**config.mk**
```make
export PLATFORM = sky130hd
export DESIGN_NAME = instr_fetch_unit
export DESIGN_NICKNAME = d
export VERILOG_FILES = /design/src/rtl/instr_fetch_unit.sv
export SDC_FILE = /design/constraint.sdc
export NUM_CORES = 1
export LEC_CHECK = 0
export BUFFER_PORTS_ARGS = -buffer_cell sky130_fd_sc_hd__buf_4
export CAP_MARGIN = 10
export CORE_UTILIZATION = 35
export CTS_CLUSTER_DIAMETER = 30
export DETAILED_ROUTE_END_ITERATION = 8
export GPL_TIMING_DRIVEN = 0
export PLACE_DENSITY = 0.65
export SLEW_MARGIN = 40
export SYNTH_ARGS = -nofsm -noshare
export SYNTH_HDL_FRONTEND = slang
export SYNTH_SLANG_ARGS = --single-unit
```
**constraint.sdc**
```tcl
create_clock -name clk -period 1.43 [get_ports clk]
set_input_delay 0 -clock clk [delete_from_list [all_inputs] [get_ports clk]]
set_output_delay 0 -clock clk [all_outputs]
set_load 0.02 [all_outputs]
```
**src/rtl/instr_fetch_unit.sv**
```systemverilog
// Instruction fetch unit: IDLE/WAIT/HOLD fetch FSM with redirect support.
// Define FETCH_ALIGN_CHECK_EN to trap misaligned redirects in align_fault.
module instr_fetch_unit #(
  parameter int             PC_W     = 10,
  parameter logic [PC_W-1:0] RESET_PC = '0
) (
  input  logic            clk,
  input  logic            reset,
  input  logic            fetch_req,
  input  logic            redirect_valid,
  input  logic [PC_W-1:0] redirect_pc,
  output logic            imem_en,
  output logic [PC_W-1:0] imem_addr,
  input  logic [31:0]     imem_rdata,
  output logic            instr_valid,
  output logic [31:0]     instr,
  output logic [PC_W-1:0] instr_pc,
  output logic [PC_W-1:0] pc_plus4,
  input  logic            instr_ack,
  output logic            align_fault
);

  typedef enum logic [1:0] {
    IDLE,
    WAIT,
    HOLD
  } state_t;

  localparam logic [PC_W-1:0] ALIGN_MASK = ~PC_W'(3);
  localparam logic [PC_W-1:0] PC_RST = RESET_PC & ALIGN_MASK;
  localparam logic [PC_W-1:0] STEP = PC_W'(4);

  state_t          state;
  logic [PC_W-1:0] pc;
  logic            fault;

  assign imem_addr = pc;

`ifdef FETCH_ALIGN_CHECK_EN
  logic fault_q;
  logic redir_bad;

  assign redir_bad = |redirect_pc[1:0];
  assign fault = fault_q;
  assign align_fault = fault_q;

  always_ff @(posedge clk) begin
    if (reset) begin
      fault_q <= 1'b0;
    end else if (redirect_valid && redir_bad) begin
      fault_q <= 1'b1;
    end
  end
`else
  assign fault = 1'b0;
  assign align_fault = 1'b0;
`endif

  // WAIT spans two cycles: the strobe cycle (imem_en=1), then capture.
  always_ff @(posedge clk) begin
    if (reset) begin
      state       <= IDLE;
      pc          <= PC_RST;
      imem_en     <= 1'b0;
      instr_valid <= 1'b0;
      instr       <= '0;
      instr_pc    <= '0;
      pc_plus4    <= '0;
    end else if (redirect_valid) begin
      state       <= IDLE;
      imem_en     <= 1'b0;
      instr_valid <= 1'b0;
`ifdef FETCH_ALIGN_CHECK_EN
      if (!redir_bad) begin
        pc <= redirect_pc;
      end
`else
      pc <= redirect_pc & ALIGN_MASK;
`endif
    end else begin
      unique case (state)
        IDLE: begin
          if (fetch_req && !fault) begin
            imem_en <= 1'b1;
            state   <= WAIT;
          end
        end
        WAIT: begin
          if (imem_en) begin
            imem_en <= 1'b0;
          end else begin
            instr       <= imem_rdata;
            instr_pc    <= pc;
            pc_plus4    <= pc + STEP;
            pc          <= pc + STEP;
            instr_valid <= 1'b1;
            state       <= HOLD;
          end
        end
        HOLD: begin
          if (instr_ack) begin
            instr_valid <= 1'b0;
            state       <= IDLE;
          end
        end
        default: begin
          state <= IDLE;
        end
      endcase
    end
  end

endmodule

```
Word-level counts from Yosys, hierarchy flattened
Index checks and enable logic that the tools add are counted.

storage, ports and cells
  memory bits (read-only) = 0
  RAM bits = 0
  memories kept = 0
  bits in latches = 0
  output and inout port bits = 65
  input bits = 47
  flip-flop bits (word level) = 66

cells by class
  shift operators = 0
  equal/unequal tests = 6
  add/sub/neg operators = 1
  bitwise gates (word level) = 2
  order comparisons = 0
  multiplexer cells = 12
  multipliers = 0
  reduce and logical (&&, ||, !) cells = 11
  div/mod/pow operators = 0

operators with widths
  cell                                           number
  2-to-1 mux 10 bit                              3
  adder 10 x 3 -> 10 bit, second input constant  1
  AND reduction 3 bit                            3
  inequality test 2 bit, second input constant   4
  2-to-1 mux 2 bit                               3
  case mux 2 bit (3 select lines)                1
  AND reduction 2 bit                            3
  nonzero test 2 bit                             3
  case mux 1 bit (2 select lines)                2
  2-to-1 mux 1 bit                               3
  == test 2 x 1 -> 1 bit, second input constant  1
  == test 2 bit, second input constant           1
  logical NOT 2 bit                              1
  NOT 1 bit                                      2
  OR reduction 2 bit                             1

Longest topological paths before layout
  word-level depth = 4
  depth in mapped cells = 6

Worst setup path after synthesis
No wires, ideal clock.

  path type = reg-to-reg
  from = reg imem_en
  to = reg instr[0]
  stages on the path, launching flop included = 6
  arrival time = 1.403 ns
  path slack = -0.106 ns
  cells stage by stage = dfxtp_1 -> or4b_1 -> clkbuf_1 -> buf_2 -> nand2_1 -> a21oi_1

between the ends
  cells in the longest elaborated chain, start to end = 2

ends and longest elaborated chain
  item                           RTL line  RTL
  start: declaration             12        output logic imem_en,
  start signal: assignment       64        imem_en <= 1'b0;
  start signal: assignment       71        imem_en <= 1'b0;
  start signal: assignment       84        imem_en <= 1'b1;
  NOT 1 bit (no line)            --
  AND reduction 3 bit (no line)  --
  end signal: assignment         92        instr <= imem_rdata;
  end: declaration               16        output logic [31:0] instr,

Every way passes these cells.
A chain may end at the register's enable or synchronous reset.

Final worst setup path
  from = reg state[1]
  to = reg instr[11]

between the ends
  cells in the longest elaborated chain, start to end = 2

ends and longest elaborated chain
  item                           RTL line  RTL
  start: declaration             33        state_t state;
  start signal: assignment       62        state <= IDLE;
  start signal: assignment       70        state <= IDLE;
  start signal: assignment       85        state <= WAIT;
  == test 2 x 1 -> 1 bit         81        unique case (state)
  AND reduction 3 bit (no line)  --

Every way passes these cells.

==> results.md <==
* Status: finished with violations
* Failing checks: setup timing
* # diodes at 0
* CTS Buf Count at 9
* Setup crit start: state[1]$_SDFFE_PP0P_
* CTS sink count at 60
* Initial Util at between 30% and 40%
* Largest net degree at the start of global routing at 11
* Critical path class: flop to flop
* Vias in the first global route at ~2,400
* Synthesized area at 2434 um^2
* Cell Area, Placed at 3333 um^2
* Synth warnings at 0
* Row count at 30
* Max-cap violations at 0
* Total gr overflow at 0
* Worst Tran Pin Value at 579.4 ps
* Avg WL per Cell at 13.27 um
* Synth top area cells: dfxtp_1 49%, nand2_1 13%, a21oi_1 8.8%
* Ports at 112
* Port buffer count at a little over 100
* Sequential area share after synthesis at 49.36%
* Post-synth top area share at 49.36%
* RSZ-0062 raised after global routing: true
* Min Hold Slack at 35.70 ps
* CP Max Fanout at 9
* Setup crit start kind: flop
* Final hold vios at 0
* Hold Path Origin: redirect_pc[9]
* Worst-path clk slew at 70 ps
* Crit path DAT at 1680 ps
* Area Growth Syn to Fin at 73.78%
* 1st-iter DRT viols at 69
* Worst setup margin at -46.55 ps
* Yosys cell types at 40
* Leak at 1.775 nW
* # nets final at 514
* H-tree Lvls at 3
* First-pass GRT wire length at 11.21 mm
* Avg Cell Area, Syn at between 8 and 9 um^2
* Layout cells sized above 1 at 38.22%
* Total length of routed wires at about 7.3 mm
* Skew-Pair Late Insertion Delay at 340 ps
* Final Critical Period at 1477 ps
* Peak Freq at 677.3 MHz
* Max-slew violation count at 0
* Setup TNS Final at -1007 ps
* Global-route total usage across every layer at ~20%
* Pre-CTS WS at -247.5 ps
* Synth area leader: dfxtp_1
* Core area at 6756 um^2
* DR DRC count at 0
* CTS tree: done
* Die ar. at between 7000 and 8000 um^2
* Maximum VDD drop at 0.5139 mV
* Design area at 4229 um^2
* Routed via count at 2,618
* Power Density at 909.6 nW/um^2
* Die W at 85.39 um
* Die height at 85.39 um
* Remaining antenna violation count at 0
* Synth Instances at 292
* Hold Crit Class: primary input to flop
* Nature of the critical path endpoint: flop
* Clk buf depth at 2
* Yosys reg bits at 60
* Max_slew headroom at 61.38%
* Drt pass-1 iters at 4
* CP Data Required Time at about 1600 ps
* Initial antenna violation count at 0
* Root buf cell: clkbuf_8
* DR vias/cell at 4.751
* Final core utilization at around 63%
* Reg2reg start: state[1]$_SDFFE_PP0P_
* Final period util at 103.3%
* Skew final at 8.434 ps
* Routability cong. at 0.7335
* Final setup violation count at 40
* DP Wirelength at approximately 4.6 mm
-- routing by layer --
layer	share of wire [%]	wire length (um)	track usage [%]
met1	45	3278	24.74
met2	48	3496	32.18
met3	6.7	489	7.198
met4	0.63	46	5.455
met5	0	0	0
-- flip-flops by register name (all words and copies together) (netlist names) --
name,cells
instr,32
imem_addr,8
instr_pc,8
pc_plus4,8
state,2
imem_en,1
instr_valid,1
-- metrics by stage --
stage               total power [mW]  std cells
CTS                            3.827        542
floorplan                      2.037        298
finish                         3.847        551
detailed placement             2.260        480
global route                   4.012        551
global placement               2.256        480
-- cell families after synthesis --
logic type	Yosys count	synth area share, %
fa+ha+maj	1	0.5141
flops	60	49.36
other cells	1	0.1541
simple gates	127	25.09
buf+inv	32	7.095
compound gates	65	15.58
xor+xnor	5	1.800
mux	1	0.4113
-- synthesized netlist by cell type --
cell type and number:
xor2_1 2, nor4_1 3, mux2i_1 1, nor4bb_1 2
conb_1 1, and4bb_2 1, clkbuf_1 8, dfxtp_1 60
or3_1 3, buf_4 8, or3b_4 1, or4_1 1
nand3_1 4, nand3b_1 1, o21a_1 1, a311oi_1 3
and2_1 1, clkinv_1 1, nor3b_2 1, and3b_1 1
ha_1 1, nand2_1 84, o21ai_0 2, o21bai_1 1
a21oi_1 43, nor4b_4 1, nor3_1 2, buf_2 12
a31oi_1 2, a211oi_1 10, a2111oi_0 2, nand2b_1 2
buf_6 1, and4_1 4, xnor2_1 3, or4b_1 1
nor2_1 11, inv_1 2, nand4_1 3, o211ai_1 1
-- cell usage in the layout, fill, tap and decap left out, types with 4 or more instances in the layout --
master         instances
dfxtp_4                4
buf_4                123
nand2_1               73
a211oi_1               8
clkbuf_1               9
and4_1                 4
buf_6                  5
nand2_2               10
clkbuf_8               9
clkbuf_4               4
nor2_1                11
dfxtp_2                4
dfxtp_1               52
dlygate4sd3_1         41
nand3_1                4
conb_1                 7
a21oi_1               42
-- layout make-up --
| type | count | area, um^2 |
|---|---|---|
| tap | 80 | 100.1 |
| inverter | 3 | 11.26 |
| multi-input combinational | 206 | 1151 |
| clock buffer | 11 | 131.4 |
| clock inverter | 5 | 52.55 |
| timing repair buffer | 159 | 1335 |
| fill | 590 | 2527 |
| sequential | 60 | 1221 |
| buffer | 27 | 226.5 |
-- repair_timing --
item / 4_1_cts / 5_1_grt
hold buffers: 41 / 0
pin swaps: 6 / 7
endpoints found under the hold margin: 41 / 0
cloned: 0 / 2
gates resized for setup: 19 / 37
setup endpoints to repair: 52 / 53
buffers inserted: 6 / 8
-- worst paths after layout --
check	cells after the start	slack, ps	end
max	5	-50	instr[11]$_SDFFE_PP0P_
min	4	40	imem_addr[9]$_SDFFE_PP0P_
max reg2reg	5	-50	instr[11]$_SDFFE_PP0P_
min reg2reg	2	460	instr[26]$_SDFFE_PP0P_
-- where the power goes --
| group | switching [mW] | internal (mW) | total (mW) |
|---|---|---|---|
| clock | 0.673 | 0.796 | 1.47 |
| combinational | 0.275 | 0.336 | 0.610 |
| sequential | 0.0477 | 1.72 | 1.77 |
-- critical path: stages, from the launching register on --
cell	delay [ps]
dfxtp_4	370
or4b_4	530
buf_12	170
clkbuf_16	150
nand2_1	60
a21oi_1	50
Power figures use the tool's default switching activity.
